**src/rtl/div_unit.sv**
```systemverilog
// div_unit: iterative radix-2 restoring divider for DIV/DIVU/REM/REMU uops.
// One uop in flight at a time. A taken branch flushes the uop if it is
// younger than the branch. The result is held in DONE until the result bus
// slot is granted.
// Optional feature macro: DIV_EARLY_OUT_EN. When it is defined, a zero
// divisor or |srcA| < |srcB| goes straight from accept to FIN.
`timescale 1ns/1ps

package div_unit_pkg;
    typedef logic [6:0] Tag;
    typedef logic [4:0] RegNm;
    typedef logic [6:0] SqN;
    typedef struct packed {
        logic taken;
        SqN   sqN;
    } BranchProv;
endpackage

module div_unit
    import div_unit_pkg::*;
#(
    parameter int WIDTH     = 32,
    parameter int ITER_BITS = 6
) (
    input  logic             clk,
    input  logic             rst,
    input  logic             IN_valid,
    input  logic [1:0]       IN_opcode,
    input  logic [WIDTH-1:0] IN_srcA,
    input  logic [WIDTH-1:0] IN_srcB,
    input  Tag               IN_tagDst,
    input  RegNm             IN_nmDst,
    input  SqN               IN_sqN,
    input  BranchProv        IN_branch,
    input  logic             IN_wbStall,
    output logic             OUT_busy,
    output logic             OUT_valid,
    output logic [WIDTH-1:0] OUT_result,
    output Tag               OUT_tagDst,
    output RegNm             OUT_nmDst,
    output SqN               OUT_sqN
);

    typedef enum logic [1:0] {IDLE, ITER, FIN, DONE} state_t;

    localparam logic [WIDTH-1:0] MIN_NEG = {1'b1, {(WIDTH-1){1'b0}}};
    localparam logic [WIDTH-1:0] ONE     = WIDTH'(1);

    state_t               state_reg;
    logic [ITER_BITS-1:0] cnt_reg;
    logic [WIDTH-1:0]     dvd_reg;      // dividend magnitude, shifted out MSB first
    logic [WIDTH-1:0]     dvs_reg;      // divisor magnitude
    logic [WIDTH-1:0]     rem_reg;      // partial remainder
    logic [WIDTH-1:0]     quo_reg;      // quotient bits, shifted in LSB side
    logic [WIDTH-1:0]     src_a_reg;    // original dividend, used for the divide-by-zero remainder
    logic                 neg_q_reg;
    logic                 neg_r_reg;
    logic                 is_rem_reg;
    logic                 b_zero_reg;
    logic                 ovf_reg;
    Tag                   tag_reg;
    RegNm                 nm_reg;
    SqN                   sqn_reg;

    // ---------------- operand preparation at accept ----------------
    logic             is_signed;
    logic             sign_a;
    logic             sign_b;
    logic [WIDTH-1:0] mag_a;
    logic [WIDTH-1:0] mag_b;
    logic             b_zero_in;
    logic             ovf_in;
    logic             early;

    assign is_signed = ~IN_opcode[0];
    assign sign_a    = is_signed & IN_srcA[WIDTH-1];
    assign sign_b    = is_signed & IN_srcB[WIDTH-1];
    assign mag_a     = sign_a ? ((~IN_srcA) + ONE) : IN_srcA;
    assign mag_b     = sign_b ? ((~IN_srcB) + ONE) : IN_srcB;
    assign b_zero_in = (IN_srcB == '0);
    assign ovf_in    = is_signed && (IN_srcA == MIN_NEG) && (IN_srcB == '1);

`ifdef DIV_EARLY_OUT_EN
    // Divisor zero or a dividend smaller than the divisor needs no iteration:
    // the quotient is 0 and the remainder is the dividend itself.
    assign early = b_zero_in || (mag_a < mag_b);
`else
    assign early = 1'b0;
`endif

    // ---------------- flush detection (signed sqN difference) ----------------
    SqN   in_diff;
    SqN   held_diff;
    logic in_flush;
    logic held_flush;
    logic accept;

    assign in_diff    = IN_sqN - IN_branch.sqN;
    assign held_diff  = sqn_reg - IN_branch.sqN;
    // A difference that is positive as a signed number marks the uop as younger.
    assign in_flush   = IN_branch.taken && !in_diff[$bits(SqN)-1] && (in_diff != '0);
    assign held_flush = IN_branch.taken && !held_diff[$bits(SqN)-1] && (held_diff != '0);
    assign accept     = (state_reg == IDLE) && IN_valid && !in_flush;

    // ---------------- one restoring step ----------------
    // The shifted remainder can need WIDTH+1 bits when the divisor is above
    // 2^(WIDTH-1), so the compare is done one bit wider.
    logic [WIDTH:0]   rem_shift;
    logic             take;
    logic [WIDTH-1:0] rem_step;

    assign rem_shift = {rem_reg, dvd_reg[WIDTH-1]};
    assign take      = (rem_shift >= {1'b0, dvs_reg});
    assign rem_step  = take ? (rem_shift[WIDTH-1:0] - dvs_reg) : rem_shift[WIDTH-1:0];

    // ---------------- final sign correction and special cases ----------------
    logic [WIDTH-1:0] fin_quo;
    logic [WIDTH-1:0] fin_rem;
    logic [WIDTH-1:0] fin_result;

    // Apply the signs, then override the divide-by-zero and overflow cases.
    always_comb begin
        fin_quo = neg_q_reg ? ((~quo_reg) + ONE) : quo_reg;
        fin_rem = neg_r_reg ? ((~rem_reg) + ONE) : rem_reg;
        if (b_zero_reg) begin
            fin_quo = '1;
            fin_rem = src_a_reg;
        end else if (ovf_reg) begin
            fin_quo = src_a_reg;
            fin_rem = '0;
        end
        fin_result = is_rem_reg ? fin_rem : fin_quo;
    end

    // The issue queue decides on the registered edge, so a uop on the port
    // already counts as busy in the cycle it is presented.
    assign OUT_busy = (state_reg != IDLE) || IN_valid;

    // Divider state machine with registered result outputs.
    always_ff @(posedge clk or posedge rst) begin
        if (rst) begin
            state_reg  <= IDLE;
            cnt_reg    <= '0;
            dvd_reg    <= '0;
            dvs_reg    <= '0;
            rem_reg    <= '0;
            quo_reg    <= '0;
            src_a_reg  <= '0;
            neg_q_reg  <= 1'b0;
            neg_r_reg  <= 1'b0;
            is_rem_reg <= 1'b0;
            b_zero_reg <= 1'b0;
            ovf_reg    <= 1'b0;
            tag_reg    <= '0;
            nm_reg     <= '0;
            sqn_reg    <= '0;
            OUT_valid  <= 1'b0;
            OUT_result <= '0;
            OUT_tagDst <= '0;
            OUT_nmDst  <= '0;
            OUT_sqN    <= '0;
        end else begin
            case (state_reg)
                IDLE: begin
                    if (accept) begin
                        dvd_reg    <= mag_a;
                        dvs_reg    <= mag_b;
                        rem_reg    <= early ? mag_a : '0;
                        quo_reg    <= '0;
                        src_a_reg  <= IN_srcA;
                        neg_q_reg  <= sign_a ^ sign_b;
                        neg_r_reg  <= sign_a;
                        is_rem_reg <= IN_opcode[1];
                        b_zero_reg <= b_zero_in;
                        ovf_reg    <= ovf_in;
                        tag_reg    <= IN_tagDst;
                        nm_reg     <= IN_nmDst;
                        sqn_reg    <= IN_sqN;
                        cnt_reg    <= ITER_BITS'(WIDTH - 1);
                        state_reg  <= early ? FIN : ITER;
                    end
                end
                ITER: begin
                    if (held_flush) begin
                        state_reg <= IDLE;
                    end else begin
                        rem_reg <= rem_step;
                        quo_reg <= {quo_reg[WIDTH-2:0], take};
                        dvd_reg <= {dvd_reg[WIDTH-2:0], 1'b0};
                        cnt_reg <= cnt_reg - ITER_BITS'(1);
                        if (cnt_reg == '0) begin
                            state_reg <= FIN;
                        end
                    end
                end
                FIN: begin
                    if (held_flush) begin
                        state_reg <= IDLE;
                    end else begin
                        OUT_result <= fin_result;
                        OUT_tagDst <= tag_reg;
                        OUT_nmDst  <= nm_reg;
                        OUT_sqN    <= sqn_reg;
                        OUT_valid  <= 1'b1;
                        state_reg  <= DONE;
                    end
                end
                DONE: begin
                    // A flush beats a stall; otherwise leave once the slot is granted.
                    if (held_flush || !IN_wbStall) begin
                        OUT_valid <= 1'b0;
                        state_reg <= IDLE;
                    end
                end
                default: begin
                    state_reg <= IDLE;
                end
            endcase
        end
    end

    // A uop offered while the unit is working is ignored and flagged in simulation.
    no_issue_while_busy: assert property (@(posedge clk) disable iff (rst)
        !(IN_valid && (state_reg != IDLE)));

endmodule

```
**config.mk**
```make
export PLATFORM = sky130hd
export DESIGN_NAME = div_unit
export DESIGN_NICKNAME = d
export VERILOG_FILES = /design/src/rtl/div_unit.sv
export SDC_FILE = /design/constraint.sdc
export NUM_CORES = 1
export LEC_CHECK = 0
export BUFFER_PORTS_ARGS = -buffer_cell sky130_fd_sc_hd__buf_4
export CAP_MARGIN = 20
export CORE_ASPECT_RATIO = 0.75
export CORE_MARGIN = 2
export CORE_UTILIZATION = 65
export CTS_CLUSTER_DIAMETER = 200
export DETAILED_ROUTE_END_ITERATION = 6
export PLACE_DENSITY = 0.87
export SYNTH_ARGS = -nofsm -noshare
export SYNTH_HDL_FRONTEND = slang
export SYNTH_SLANG_ARGS = --single-unit
```
**constraint.sdc**
```tcl
create_clock -name clk -period 13.72 [get_ports clk]
set_clock_uncertainty 0.1 [all_clocks]
set_input_delay 2.744 -clock clk [delete_from_list [all_inputs] [get_ports clk]]
set_output_delay 2.744 -clock clk [all_outputs]
set_load 0.01 [all_outputs]
```
# Yosys cells after proc, flatten, opt, wreduce, memory -nomap -nowiden

Index checks and enable logic that the tools add are counted.
W data, S select, Z words.

Register bits after elaboration: 244
Latch bits: 0
RAM bits: 0
Bits in read-only memories: 0
Output and inout port bits: 53
Logic and storage cells: 105
Memories kept: 0

Add/subtract/negate cells: 8
Multiply operators: 0
Div/mod/pow operators: 0
Magnitude comparators: 1
Eq/ne operators: 10
Shift-type cells: 0
Muxes and demuxes: 30
Bitwise gates (word level): 9
Reduce and logical (&&, ||, !) cells: 27

Operators by type and width:

| kind                    | number |
|---|---|
| $mux W32                | 15 |
| $pmux W32 S2            | 3 |
| $add A32 B1 Y32 const B | 4 |
| $not A32 Y32            | 4 |
| $eq A32 B32 Y1 const B  | 2 |
| $ge A33 B32 Y1          | 1 |
| $logic_not A32 Y1       | 1 |
| $sub A32 B32 Y32        | 1 |
| $reduce_bool A7 Y1      | 2 |
| $sub A7 B7 Y7           | 2 |
| $mux W6                 | 2 |
| $pmux W6 S2             | 1 |
| $mux W2                 | 5 |
| $reduce_and A3 Y1       | 3 |
| $logic_and A1 B1 Y1     | 8 |
| $ne A2 B2 Y1 const B    | 4 |
| $pmux W2 S4             | 1 |
| $logic_not A6 Y1        | 1 |
| $reduce_bool A2 Y1      | 3 |
| $sub A6 B1 Y6 const B   | 1 |
| $eq A2 B2 Y1 const B    | 2 |
| $logic_not A1 Y1        | 4 |
| $reduce_and A2 Y1       | 2 |
| $ne A3 B3 Y1 const B    | 1 |
| 8 further kinds         | 12 |

# Logic depth before layout (Yosys ltp)

Word-level depth: 8
Mapped depth: 16
Mapped depth without buffers: 13

# Worst setup path before layout

Ideal clock, no wire load.

Kind: input port to output port
From: input IN_valid
To: output OUT_busy
Arrival time: 3093 ps
Path slack: 7783 ps
Stages: 1
Buffers on the path: 0
Cells stage by stage: or3_1

Word-level cells in the longest chain between the ends: 1

RTL lines:

| what               | RTL line | source |
|---|---|---|
| start: declaration | 27       | `input logic IN_valid,` |
| $logic_or A1 B1 Y1 | 137      | `assign OUT_busy = (state_reg != IDLE) \|\| IN_valid;` |
| end: declaration   | 36       | `output logic OUT_busy,` |

Every way passes these cells.

# Worst setup path in the final report

Ends and elaborated chain as after synthesis.

==> results.ini <==
[place]
dp_hpwl_mm = 30.2
place.gp.congestion = 0.947
dpl_cell_area_um2 = 16100
io_buffers = 149

[global_route]
grt_max_degree = 90
grtUsageTotal = 0.357
grt_pass1_vias = 12900
gr-total-overflow = 0
antenna_found_initial = 0
grt_pass1_wl_mm = 68.2

[layout]
area_delta_synth_final_pct = 14.2
drive_above_1_share = 0.134
n_antenna_cell = 0
layout_commonest_cell = nand2_1
utilization = 0.763
nNetsFinal = 1949
finalInstanceArea_um2 = 17000
most-common-layout-cells = nand2_1, dfrtp_1, o21ai_0

[yosys]
synth-edff-count = 0
yosysSeqAreaShare = 0.411
yosysWarnings = 0
syn_nets = 1852
synthCells = 1701
syn_area_per_cell_um2 = 8.73
synth_top_area_cell = dfrtp_1
yosysTopAreaCellShare = 0.411
synth_seq_cells = 244
synth.distinct_cells = 70
ys.flop_type = dfrtp_1
async_reset_ff_frac = 1.00
synthesis.area_um2 = 14900
synth_area_leaders = dfrtp_1, nand2_1, xor2_1

[clocking]
cts_resized = 0
cts.sinks = 244
clk_pin_slew_worst_paths_ns = 0.06
cts_tree = done
post-cts-setup-buffers = 0
cts_buffer_depth = 3
numCtsBuffers = 25
cts_root_buffer = clkbuf_16
cts_max_level = 1
clk_latency_ns = 0.54
cts_hold_buf = 0

[timing]
post-route-period-util = 0.450
setup-tns-final_ns = 0
post-route-min-period_ns = 6.18
tightestPinTransition_ns = 1.04
slew_headroom = 0.289
hold_viol = 0
slew_violations = 0
max_freq_mhz = 162
grt_setup_unrepaired = no
setup_viol = 0
holdWs_ns = 0.360

[setup_path]
cp.required_ns = 10.88
arrival_ns = 3.33
r2r_cells = 13
end_kind = primary output
crit_fanout = 3
path_class = in -> out
reg2reg_to = dvd_reg[11]$_DFFE_PP0P_
r2r-start = sqn_reg[0]$_DFFE_PP0P_
r2r_slack_ns = 9.88
startpoint_type = input port

[hold_path]
min_path_cells = 2
hold_class = reg -> reg
holdPathEnd = tag_reg[3]$_DFFE_PP0P_
min_from = tag_reg[3]$_DFFE_PP0P_

[routing]
drcViolationCount = 0
ant_nets = 0
drt_iter0_drc = 1667
firstDrtPassIters = 6
wl_per_cell_um = 20.2
totalWireLength_mm = 42.7
viasPerCell = 6.54
vias = 13800

[die]
start_util = 0.668
num_io_pins = 150
core_um2 = 22200
die_x_um = 179
die-area_um2 = 24100
die_height_um = 135
std_cell_rows = 47

[pwr]
finalPower_w = 0.00390
p_leak_nw = 7.91
pwr_density_cell_nw_per_um2 = 230
peakVddDrop_uv = 137

[status]
outcome = finished clean

[flow_run]
max_cap_violations = 0

-- report_power, final --
| part | switching, W | total (W) | internal [W] | leakage [nW] |
|---|---|---|---|---|
| combinational | 0.00124 | 0.00200 | 0.000755 | 4.34 |
| sequential | 0.000233 | 0.00120 | 0.000966 | 3.15 |
| clock | 0.000294 | 0.000702 | 0.000409 | 0.415 |
-- cells by family after synthesis --
group                    synth area share
XOR/XNOR                           0.0920
multiplexers                       0.0238
AND/OR/NAND/NOR                     0.169
flip-flops                          0.411
buffers and inverters              0.0430
AO/OA/AOI/OAI                       0.214
adder cells (fa/ha/maj)            0.0470
-- Yosys cell counts, drive strengths merged (20+ instances only) --
| cell type | instances |
|---|---|
| a21oi | 84 |
| dfrtp | 244 |
| nand2 | 320 |
| ha | 51 |
| o22ai | 32 |
| nor3 | 20 |
| clkbuf | 82 |
| o21ai | 170 |
| nand3 | 22 |
| a22o | 31 |
| o31ai | 37 |
| nor2 | 89 |
| xnor2 | 58 |
| xor2 | 98 |
| inv | 67 |
-- layer usage --
layer,GRT usage,up-vias,share of wire
met5,0,-,0
met4,0.0985,0,0.028
met3,0.0994,96,0.12
met2,0.511,766,0.43
met1,0.531,6679,0.42
li1,-,6248,-
-- worst max path at each step --
stage / start / endpoint / slack, ns / depth (start not counted)
6_report: IN_valid / OUT_busy / 7.54 / 3
5_1_grt: IN_valid / OUT_busy / 7.53 / 3
4_1_cts: IN_valid / OUT_busy / 7.54 / 3
3_5_place_dp: IN_sqN[0] / dvd_reg[11]$_DFFE_PP0P_ / 7.40 / 14
3_3_place_gp: IN_valid / OUT_busy / 7.55 / 3
2_1_floorplan: rst / OUT_nmDst[0]$_DFFE_PP0P_ / 4.17 / 1
-- area by class of cell --
type                       instances  area (um2)
multi-input combinational       1298        8160
tap                              294         368
clock inverter                    12         149
inverter                          67         259
fill                            1564        5270
timing repair buffer             162        1240
sequential                       244        6110
clock buffer                      32         682
-- worst max-delay path: stages --
cell   delay, ns
buf_4       0.13
or3_1       0.31
buf_4       0.15
-- per-stage QoR --
step / instances / worst slack (ns)
2_1_floorplan: 1701 / 4.17
3_3_place_gp: 2062 / 7.55
3_5_place_dp: 2062 / 7.40
4_1_cts: 2106 / 7.54
5_1_grt: 2109 / 7.53
6_report: 2109 / 7.54
Note: power is estimated with default switching activity, not from simulation.
